File: config.mk
export PLATFORM = sky130hd
export DESIGN_NAME = sync_fifo_param
export DESIGN_NICKNAME = d
export VERILOG_FILES = /design/src/rtl/sync_fifo_param.sv
export SDC_FILE = /design/constraint.sdc
export NUM_CORES = 1
export LEC_CHECK = 0
export CAP_MARGIN = 20
export CELL_PAD_IN_SITES_DETAIL_PLACEMENT = 1
export CELL_PAD_IN_SITES_GLOBAL_PLACEMENT = 2
export CORE_MARGIN = 8
export CORE_UTILIZATION = 40
export CTS_CLUSTER_DIAMETER = 80
export DETAILED_ROUTE_END_ITERATION = 10
export PLACE_DENSITY = 0.81
export SETUP_SLACK_MARGIN = 0.5
export SLEW_MARGIN = 20
export SYNTH_ARGS = -nofsm -noshare
export SYNTH_HDL_FRONTEND = slang
export SYNTH_SLANG_ARGS = --single-unit
File: constraint.sdc
create_clock -name clk -period 4.45 [get_ports clk]
set_clock_uncertainty 0.1 [all_clocks]
set_input_delay 0.89 -clock clk [delete_from_list [all_inputs] [get_ports clk]]
set_output_delay 0.89 -clock clk [all_outputs]
set_load 0.01 [all_outputs]
File: src/rtl/sync_fifo_param.sv
// sync_fifo_param: parametrised single-clock FIFO with registered read data,
// occupancy count, almost-full/empty thresholds and sticky error flags.
module sync_fifo_param #(
  parameter int DATA_W    = 8,
  parameter int DEPTH     = 16,
  parameter int AF_THRESH = DEPTH - 2,
  parameter int AE_THRESH = 2
) (
  input  logic                     clk,
  input  logic                     reset,
  input  logic                     i_wr_en,
  input  logic [DATA_W-1:0]        i_din,
  input  logic                     i_rd_en,
  output logic [DATA_W-1:0]        o_dout,
  output logic                     o_dout_valid,
  output logic                     o_full,
  output logic                     o_empty,
  output logic                     o_almost_full,
  output logic                     o_almost_empty,
  output logic [$clog2(DEPTH):0]   o_count,
  output logic                     o_overflow,
  output logic                     o_underflow,
  input  logic                     i_clr_err
);
  localparam int AW = $clog2(DEPTH);
  logic [DATA_W-1:0] r_mem [DEPTH];
  logic [AW:0] r_wp, r_rp;
  logic w_wr_acc, w_rd_acc;
  // Flags derive from registered pointers only; the extra MSB tells full from empty.
  assign o_count        = r_wp - r_rp;
  assign o_empty        = r_wp == r_rp;
  assign o_full         = o_count == (AW+1)'(DEPTH);
  assign o_almost_full  = o_count >= (AW+1)'(AF_THRESH);
  assign o_almost_empty = o_count <= (AW+1)'(AE_THRESH);
  assign w_wr_acc       = i_wr_en & ~o_full;
  assign w_rd_acc       = i_rd_en & ~o_empty;
  always_ff @(posedge clk)
    if (w_wr_acc & ~reset) r_mem[r_wp[AW-1:0]] <= i_din;
  always_ff @(posedge clk) begin
    if (reset) begin
      r_wp         <= '0;
      r_rp         <= '0;
      o_dout       <= '0;
      o_dout_valid <= 1'b0;
      o_overflow   <= 1'b0;
      o_underflow  <= 1'b0;
    end else begin
      if (w_wr_acc) r_wp <= r_wp + 1'b1;
      if (w_rd_acc) begin
        r_rp   <= r_rp + 1'b1;
        o_dout <= r_mem[r_rp[AW-1:0]];
      end
      o_dout_valid <= w_rd_acc;
      o_overflow   <= (o_overflow & ~i_clr_err) | (i_wr_en & o_full);
      o_underflow  <= (o_underflow & ~i_clr_err) | (i_rd_en & o_empty);
    end
  end
endmodule

==> impl_summary.log, run 1 <==
INFO  metric grt_start_max_net_pins = 36
INFO  metric synth.area.top_cells = sky130_fd_sc_hd__edfxtp_1, sky130_fd_sc_hd__mux4_2, sky130_fd_sc_hd__dfxtp_1
INFO  metric critical_path.max_fanout = 5
INFO  metric min_path_type = register to register
INFO  metric max_cap_violations = 0
INFO  metric clkSinkCount = 149
INFO  metric htree_num_levels = 4
INFO  metric clock_power_share = 0.339
INFO  metric netlist.area_leader.share = 0.627
INFO  metric io_buffers = 32
INFO  metric synthesis.yosys.warnings = 0
INFO  metric post_layout_nonfiller_instances = 597
INFO  metric reg2regPathDepth = 9
INFO  metric core = 15100 sq um
INFO  metric worstPathRequired = 3460 ps
INFO  metric p_total = 0.00390 W
INFO  metric place_area = 6760 sq um
INFO  metric mean_number_of_vias_per_cell = 5.52
INFO  metric seq_power_share = 0.411
INFO  metric drt.antenna.violating_nets = 0
INFO  metric globalplace.congestion = 0.805
INFO  metric synth.largest_area_cell = sky130_fd_sc_hd__edfxtp_1
INFO  metric post_synth_num_cell_types = 41
INFO  metric initial_cell_density_of_the_core = 0.406
INFO  metric kind_of_start_point_of_the_critical_path = register
INFO  metric ir_drop = 0.000276 V
INFO  metric postLayoutSetupSlackWorst = 664 ps
INFO  metric ys_async_rst_share = 0
INFO  metric layout_common_cells = sky130_fd_sc_hd__edfxtp_1, sky130_fd_sc_hd__mux4_2, sky130_fd_sc_hd__clkdlybuf4s50_1
INFO  metric io-pin-count = 33
INFO  metric grt.overflow.total = 0
INFO  metric most_frequent_standard_cell_in_the_layout_excluding_fill_and_tap_cells = sky130_fd_sc_hd__edfxtp_1
INFO  metric numCtsBuffers = 17
INFO  metric drt_pre_antenna_iters = 4
INFO  metric avgSynthCellArea = 18.0 sq um
INFO  metric r2r-start = r_wp[0]
INFO  metric setup_viol = 0
INFO  metric place_worst_setup_slack = 721 ps
INFO  metric vias_in_the_first_global_route = 3531
INFO  metric drc_errors = 0
INFO  metric swShare = 0.269
INFO  metric crit-reg2reg-capture = r_mem[7][3]
INFO  metric layout-drive-gt1-share = 0.249
INFO  metric critPathCaptureType = primary output
INFO  metric chipHeight = 140 um
INFO  metric unrepaired_setup_endpoints_after_global_routing = no
INFO  metric max_freq = 0.264 GHz
INFO  metric dr_total_vias = 3298
INFO  metric cts.path.max_buffers = 2
INFO  metric period_needed = 3790 ps
INFO  metric nNetsFinal = 419
INFO  metric syn-num-nets = 363
INFO  metric synthesis.area = 6130 sq um
INFO  metric clk_root_buffer_cell = sky130_fd_sc_hd__clkbuf_16
INFO  metric detail_routed_net_length_per_standard_cell = 22.4 um
INFO  metric drv_slew = 0
INFO  metric floorplan.die_area = 19500 sq um
INFO  metric yosys_register_bits = 149
INFO  metric final_min_period_over_clock_period = 0.851
INFO  metric hold_start = o_overflow
INFO  metric clock_insertion_delay_worst_skew = 420 ps
INFO  metric worst_pin_slew = 790 ps
INFO  metric std_cell_rows = 45
INFO  metric power.switching = 0.00105 W
INFO  metric worst_setup_hold_path_clk_slew = 60 ps
INFO  metric syn_to_final_growth = 19.4%
INFO  metric max_slew_margin = 0.471
INFO  metric initialDrtViolationCount = 251
INFO  metric synth_sequential_area_ratio = 0.696
INFO  metric aggregate_global_route_resource_usage = 0.145
INFO  metric worstPathArrival = 2800 ps
INFO  metric width_of_the_die = 140 um
INFO  metric combinationalPowerShare = 0.250
INFO  metric count_of_flip_flops_with_a_built_in_enable_after_synthesis = 128
INFO  metric setup.worst_path.class = register to primary output
INFO  metric placed_cells_incl_taps = 564
INFO  metric grt_first_pass_wirelength = 21.3 mm
INFO  metric power.leakage = 2.40 nW
INFO  metric holdPathEnd = o_overflow
INFO  metric syn-instance-count = 340
INFO  metric post_dp_hpwl = 8.56 mm
INFO  metric r2r_slack = 1050 ps
INFO  metric antenna-diode-count = 0
INFO  metric timing.setup.tns = 0 ps
INFO  metric power_density = 532 nW/um^2
INFO  metric timing.hold.worst_path_depth = 2
INFO  metric power_report.internal_total = 0.00285 W
INFO  metric predominant_post_synthesis_flop_cell = sky130_fd_sc_hd__edfxtp_1
INFO  metric tritoncts = built
INFO  metric outcome = completed
INFO  metric number_of_antenna_violations_at_the_first_check_in_global_routing = 0
INFO  metric post-route-cell-area = 7320 sq um
INFO  metric fin_hold_viols = 0
INFO  metric postCtsHoldBufs = 0
INFO  metric drt-total-wl = 13.4 mm
## power by group through the flow
stage          sequential [W]  clock, W  combinational [W]
2_1_floorplan         0.00164         0           0.000637
6_report              0.00160   0.00132           0.000973
3_3_place_gp          0.00163         0           0.000958
5_1_grt               0.00161   0.00140            0.00105
3_5_place_dp          0.00163         0           0.000987
4_1_cts               0.00160   0.00135           0.000991
## timing repair
action                                  4_1_cts  5_1_grt
pin swaps                                     0        0
resized for setup                             2        2
endpoints found under the setup margin        2        2
buffers inserted                              1        0
## critical path, cell delays in order (launching register included)
cell and delay [ps]:
sky130_fd_sc_hd__dfxtp_2 360, sky130_fd_sc_hd__inv_1 100, sky130_fd_sc_hd__ha_1 230, sky130_fd_sc_hd__fa_1 430, sky130_fd_sc_hd__nand2b_1 170, sky130_fd_sc_hd__o2bb2ai_1 170
sky130_fd_sc_hd__xnor2_1 150, sky130_fd_sc_hd__inv_1 80, sky130_fd_sc_hd__a31o_2 210, sky130_fd_sc_hd__clkdlybuf4s50_1 480
## flip-flops by register name, indices dropped and copies added (netlist names)
signal and cells:
r_mem 128, r_rp 5, o_underflow 1, o_dout_valid 1, r_wp 5, o_dout 8, o_overflow 1
## metrics by stage
step | util | hold slack [ps]
floorplan | - | 384
global placement | 0.448 | 358
detailed placement | 0.448 | 376
CTS | 0.485 | 388
global route | 0.485 | 418
finish | 0.485 | 380
## cell families after synthesis
logic type               synth area share
XOR/XNOR                           0.0125
adder cells (fa/ha/maj)            0.0216
AND/OR/NAND/NOR                    0.0725
multiplexers                        0.133
flip-flops                          0.696
buffers and inverters              0.0225
AO/OA/AOI/OAI                      0.0427
## how the worst max path moves through the flow
stage	from	end	slack, ps	depth (start not counted)
after floorplan	r_rp[1]	r_mem[6][0]	860	11
after global placement	r_wp[0]	o_almost_empty	840	9
after detailed placement	r_wp[0]	o_almost_empty	720	9
after CTS	r_wp[0]	o_almost_full	570	9
after global routing	r_wp[0]	o_almost_full	510	9
final	r_wp[0]	o_almost_full	660	9
## area by class of cell
type                    instances  area (sq um)
clock buffers                  26           510
clock inverters                 6          41.3
fillers                      1407          7770
inverters                      10          37.5
multi-input cells             165          1750
flip-flops and latches        149          4270
well taps                     188           235
repair buffers                 53           475
## synth_stat cells (3+ instances only)
library cell,count
sky130_fd_sc_hd__a221oi_1,8
sky130_fd_sc_hd__nand2b_1,4
sky130_fd_sc_hd__nor2_1,19
sky130_fd_sc_hd__buf_2,5
sky130_fd_sc_hd__nor2b_1,7
sky130_fd_sc_hd__mux4_2,32
sky130_fd_sc_hd__nand2_1,8
sky130_fd_sc_hd__a21oi_1,6
sky130_fd_sc_hd__nand3b_1,9
sky130_fd_sc_hd__dfxtp_1,21
sky130_fd_sc_hd__mux2_2,5
sky130_fd_sc_hd__o21ai_0,10
sky130_fd_sc_hd__a22o_1,8
sky130_fd_sc_hd__xor2_1,3
sky130_fd_sc_hd__clkbuf_1,6
sky130_fd_sc_hd__edfxtp_1,128
sky130_fd_sc_hd__ha_1,9
sky130_fd_sc_hd__nor4_2,4
sky130_fd_sc_hd__buf_6,4
sky130_fd_sc_hd__nor4b_1,7
sky130_fd_sc_hd__inv_1,10
sky130_fd_sc_hd__nor3_1,4
## metal layers
metal  track usage  vias up  share of wire
li1              -     1483              -
met5             0        -              0
met4        0.0589        0          0.015
met2         0.235       77           0.50
met3        0.0369       18          0.047
met1         0.183     1720           0.44
(Power assumes the default switching activity.)
==> run 2, diff against run 1 <==
- SETUP_SLACK_MARGIN: 0.5 -> 0.1
==> impl_summary.log, run 2 (same netlist as run 1, synthesis figures left out) <==
INFO  metric outcome = completed
INFO  metric tritoncts = built
INFO  metric max_slew_margin = 0.473 (+0.00168)
INFO  metric initial_cell_density_of_the_core = 0.406 (unchanged)
INFO  metric worst_setup_hold_path_clk_slew = 60 ps (about the same)
INFO  metric kind_of_start_point_of_the_critical_path = register
INFO  metric ir_drop = 0.000278 V (+0.97%)
INFO  metric layout_common_cells = sky130_fd_sc_hd__edfxtp_1, sky130_fd_sc_hd__mux4_2, sky130_fd_sc_hd__clkdlybuf4s50_1
INFO  metric vias_in_the_first_global_route = 3530 (-0.028%)
INFO  metric clock_insertion_delay_worst_skew = 420 ps (about the same)
INFO  metric critical_path.max_fanout = 5 (unchanged)
INFO  metric power_density = 533 nW/um^2 (+0.20%)
INFO  metric max_freq = 0.242 GHz (-8.5%)
INFO  metric syn_to_final_growth = 19.3%
INFO  metric setup_viol = 0 (unchanged)
INFO  metric post_cts_buffers = 0 (-1)
INFO  metric worst_pin_slew = 787 ps (-2.51 ps)
INFO  metric floorplan.die_area = 19500 sq um (unchanged)
INFO  metric power.leakage = 2.39 nW (-0.46%)
INFO  metric final_min_period_over_clock_period = 0.930 (+0.0788)
INFO  metric chipHeight = 140 um (unchanged)
INFO  metric layout-drive-gt1-share = 0.245 (-0.00429)
INFO  metric htree_num_levels = 4 (unchanged)
INFO  metric width_of_the_die = 140 um (unchanged)
INFO  metric postCtsHoldBufs = 0 (unchanged)
INFO  metric r2r_slack = 1110 ps (+60 ps)
INFO  metric number_of_antenna_violations_at_the_first_check_in_global_routing = 0 (unchanged)
INFO  metric io_buffers = 32 (unchanged)
INFO  metric post_dp_hpwl = 8.56 mm (unchanged)
INFO  metric largest_register_ffs = 128 (unchanged)
INFO  metric grt_start_max_net_pins = 36 (unchanged)
INFO  metric drt_pre_antenna_iters = 4 (unchanged)
INFO  metric drt.antenna.violating_nets = 0 (unchanged)
INFO  metric antenna-diode-count = 0 (unchanged)
INFO  metric clkSinkCount = 149 (unchanged)
INFO  metric fin_hold_viols = 0 (unchanged)
INFO  metric period_needed = 4140 ps (+350 ps)
INFO  metric most_frequent_standard_cell_in_the_layout_excluding_fill_and_tap_cells = sky130_fd_sc_hd__edfxtp_1
INFO  metric nNetsFinal = 418 (-0.24%)
INFO  metric globalplace.congestion = 0.805 (unchanged)
INFO  metric grt_first_pass_wirelength = 21.3 mm (about the same)
INFO  metric core = 15100 sq um (unchanged)
INFO  metric setup.worst_path.class = register to primary output
INFO  metric min_path_type = register to register
INFO  metric worstPathRequired = 3460 ps (about the same)
INFO  metric unrepaired_setup_endpoints_after_global_routing = no
INFO  metric dr_total_vias = 3301 (+0.091%)
INFO  metric detail_routed_net_length_per_standard_cell = 22.4 um (+0.22%)
INFO  metric mean_number_of_vias_per_cell = 5.54 (+0.26%)
INFO  metric fin_hold_ws = 380 ps (+0.0530 ps)
INFO  metric critPathCaptureType = primary output
INFO  metric drt-total-wl = 13.4 mm (about the same)
INFO  metric initialDrtViolationCount = 274 (+9.2%)
INFO  metric drv_slew = 0 (unchanged)
INFO  metric std_cell_rows = 45 (unchanged)
INFO  metric clk_root_buffer_cell = sky130_fd_sc_hd__clkbuf_16
INFO  metric ctsResizeCount = 0 (-2)
INFO  metric timing.setup.tns = 0 ps (unchanged)
INFO  metric aggregate_global_route_resource_usage = 0.145 (about the same)
INFO  metric numCtsBuffers = 17 (unchanged)
INFO  metric drc_errors = 0 (unchanged)
INFO  metric final_core_util = 0.485 (-0.000498)
INFO  metric max_cap_violations = 0 (unchanged)
INFO  metric io-pin-count = 33 (unchanged)
INFO  metric grt.overflow.total = 0 (unchanged)
INFO  metric cts.path.max_buffers = 2 (unchanged)
INFO  metric worstPathArrival = 3150 ps (+350 ps)
==> run 2: cell count changes in the layout (fill, tap and decap cells not counted) <==
cell	previous run	this run
sky130_fd_sc_hd__clkdlybuf4s50_1	30	32
sky130_fd_sc_hd__a2111oi_1	1	0
sky130_fd_sc_hd__dfxtp_1	19	20
sky130_fd_sc_hd__dlygate4sd2_1	2	0
sky130_fd_sc_hd__dfxtp_2	2	1
sky130_fd_sc_hd__a2111oi_0	0	1
sky130_fd_sc_hd__buf_4	21	20
==> run 2: final cells by class <==
class                      count  area [sq um]
inverter                      10          37.5
clock buffer                  26           510
fill                        1407          7780
sequential                   149          4270
multi-input combinational    165          1750
tap                          188           235
clock inverter                 6          41.3
timing repair buffer          52           470
==> run 2: final timing paths <==
kind	from	to	cells past startpoint
worst max register to register	r_wp[0]	r_mem[7][6]	8
worst min-delay path	o_overflow	o_overflow	2
worst min register to register	o_overflow	o_overflow	2
worst max-delay path	r_wp[0]	o_almost_empty	9
==> run 2: power by group <==
part	leakage (nW)	internal, W	switching, W
clock	0.270	0.000792	0.000531
sequential	1.32	0.00157	0.0000277
combinational	0.794	0.000485	0.000490
==> run 2: through the flow <==
step / instance area, sq um / instances / power, W / worst slack, ps
after floorplan: 6130 / 340 / 0.00228 / 857
after global placement: 6760 / 564 / 0.00259 / 839
after detailed placement: 6760 / 564 / 0.00262 / 721
after CTS: 7310 / 596 / 0.00395 / 269
after global routing: 7310 / 596 / 0.00407 / 104
final: 7310 / 596 / 0.00390 / 313
==> run 2: critical path: stages (launching register included) <==
cell	delay [ps]
sky130_fd_sc_hd__dfxtp_1	400
sky130_fd_sc_hd__inv_1	120
sky130_fd_sc_hd__ha_1	230
sky130_fd_sc_hd__fa_1	430
sky130_fd_sc_hd__nand2b_1	170
sky130_fd_sc_hd__o2bb2ai_1	170
sky130_fd_sc_hd__xnor2_1	150
sky130_fd_sc_hd__inv_1	80
sky130_fd_sc_hd__a2111oi_0	360
sky130_fd_sc_hd__clkdlybuf4s50_1	610
==> run 2: metal layers <==
metal / up-vias / global-route usage / routed length (um)
met4: 0 / 0.0589 / 215
met2: 74 / 0.236 / 6710
met1: 1729 / 0.183 / 5880
met3: 17 / 0.0352 / 569
met5: - / 0 / 0
li1: 1481 / - / -
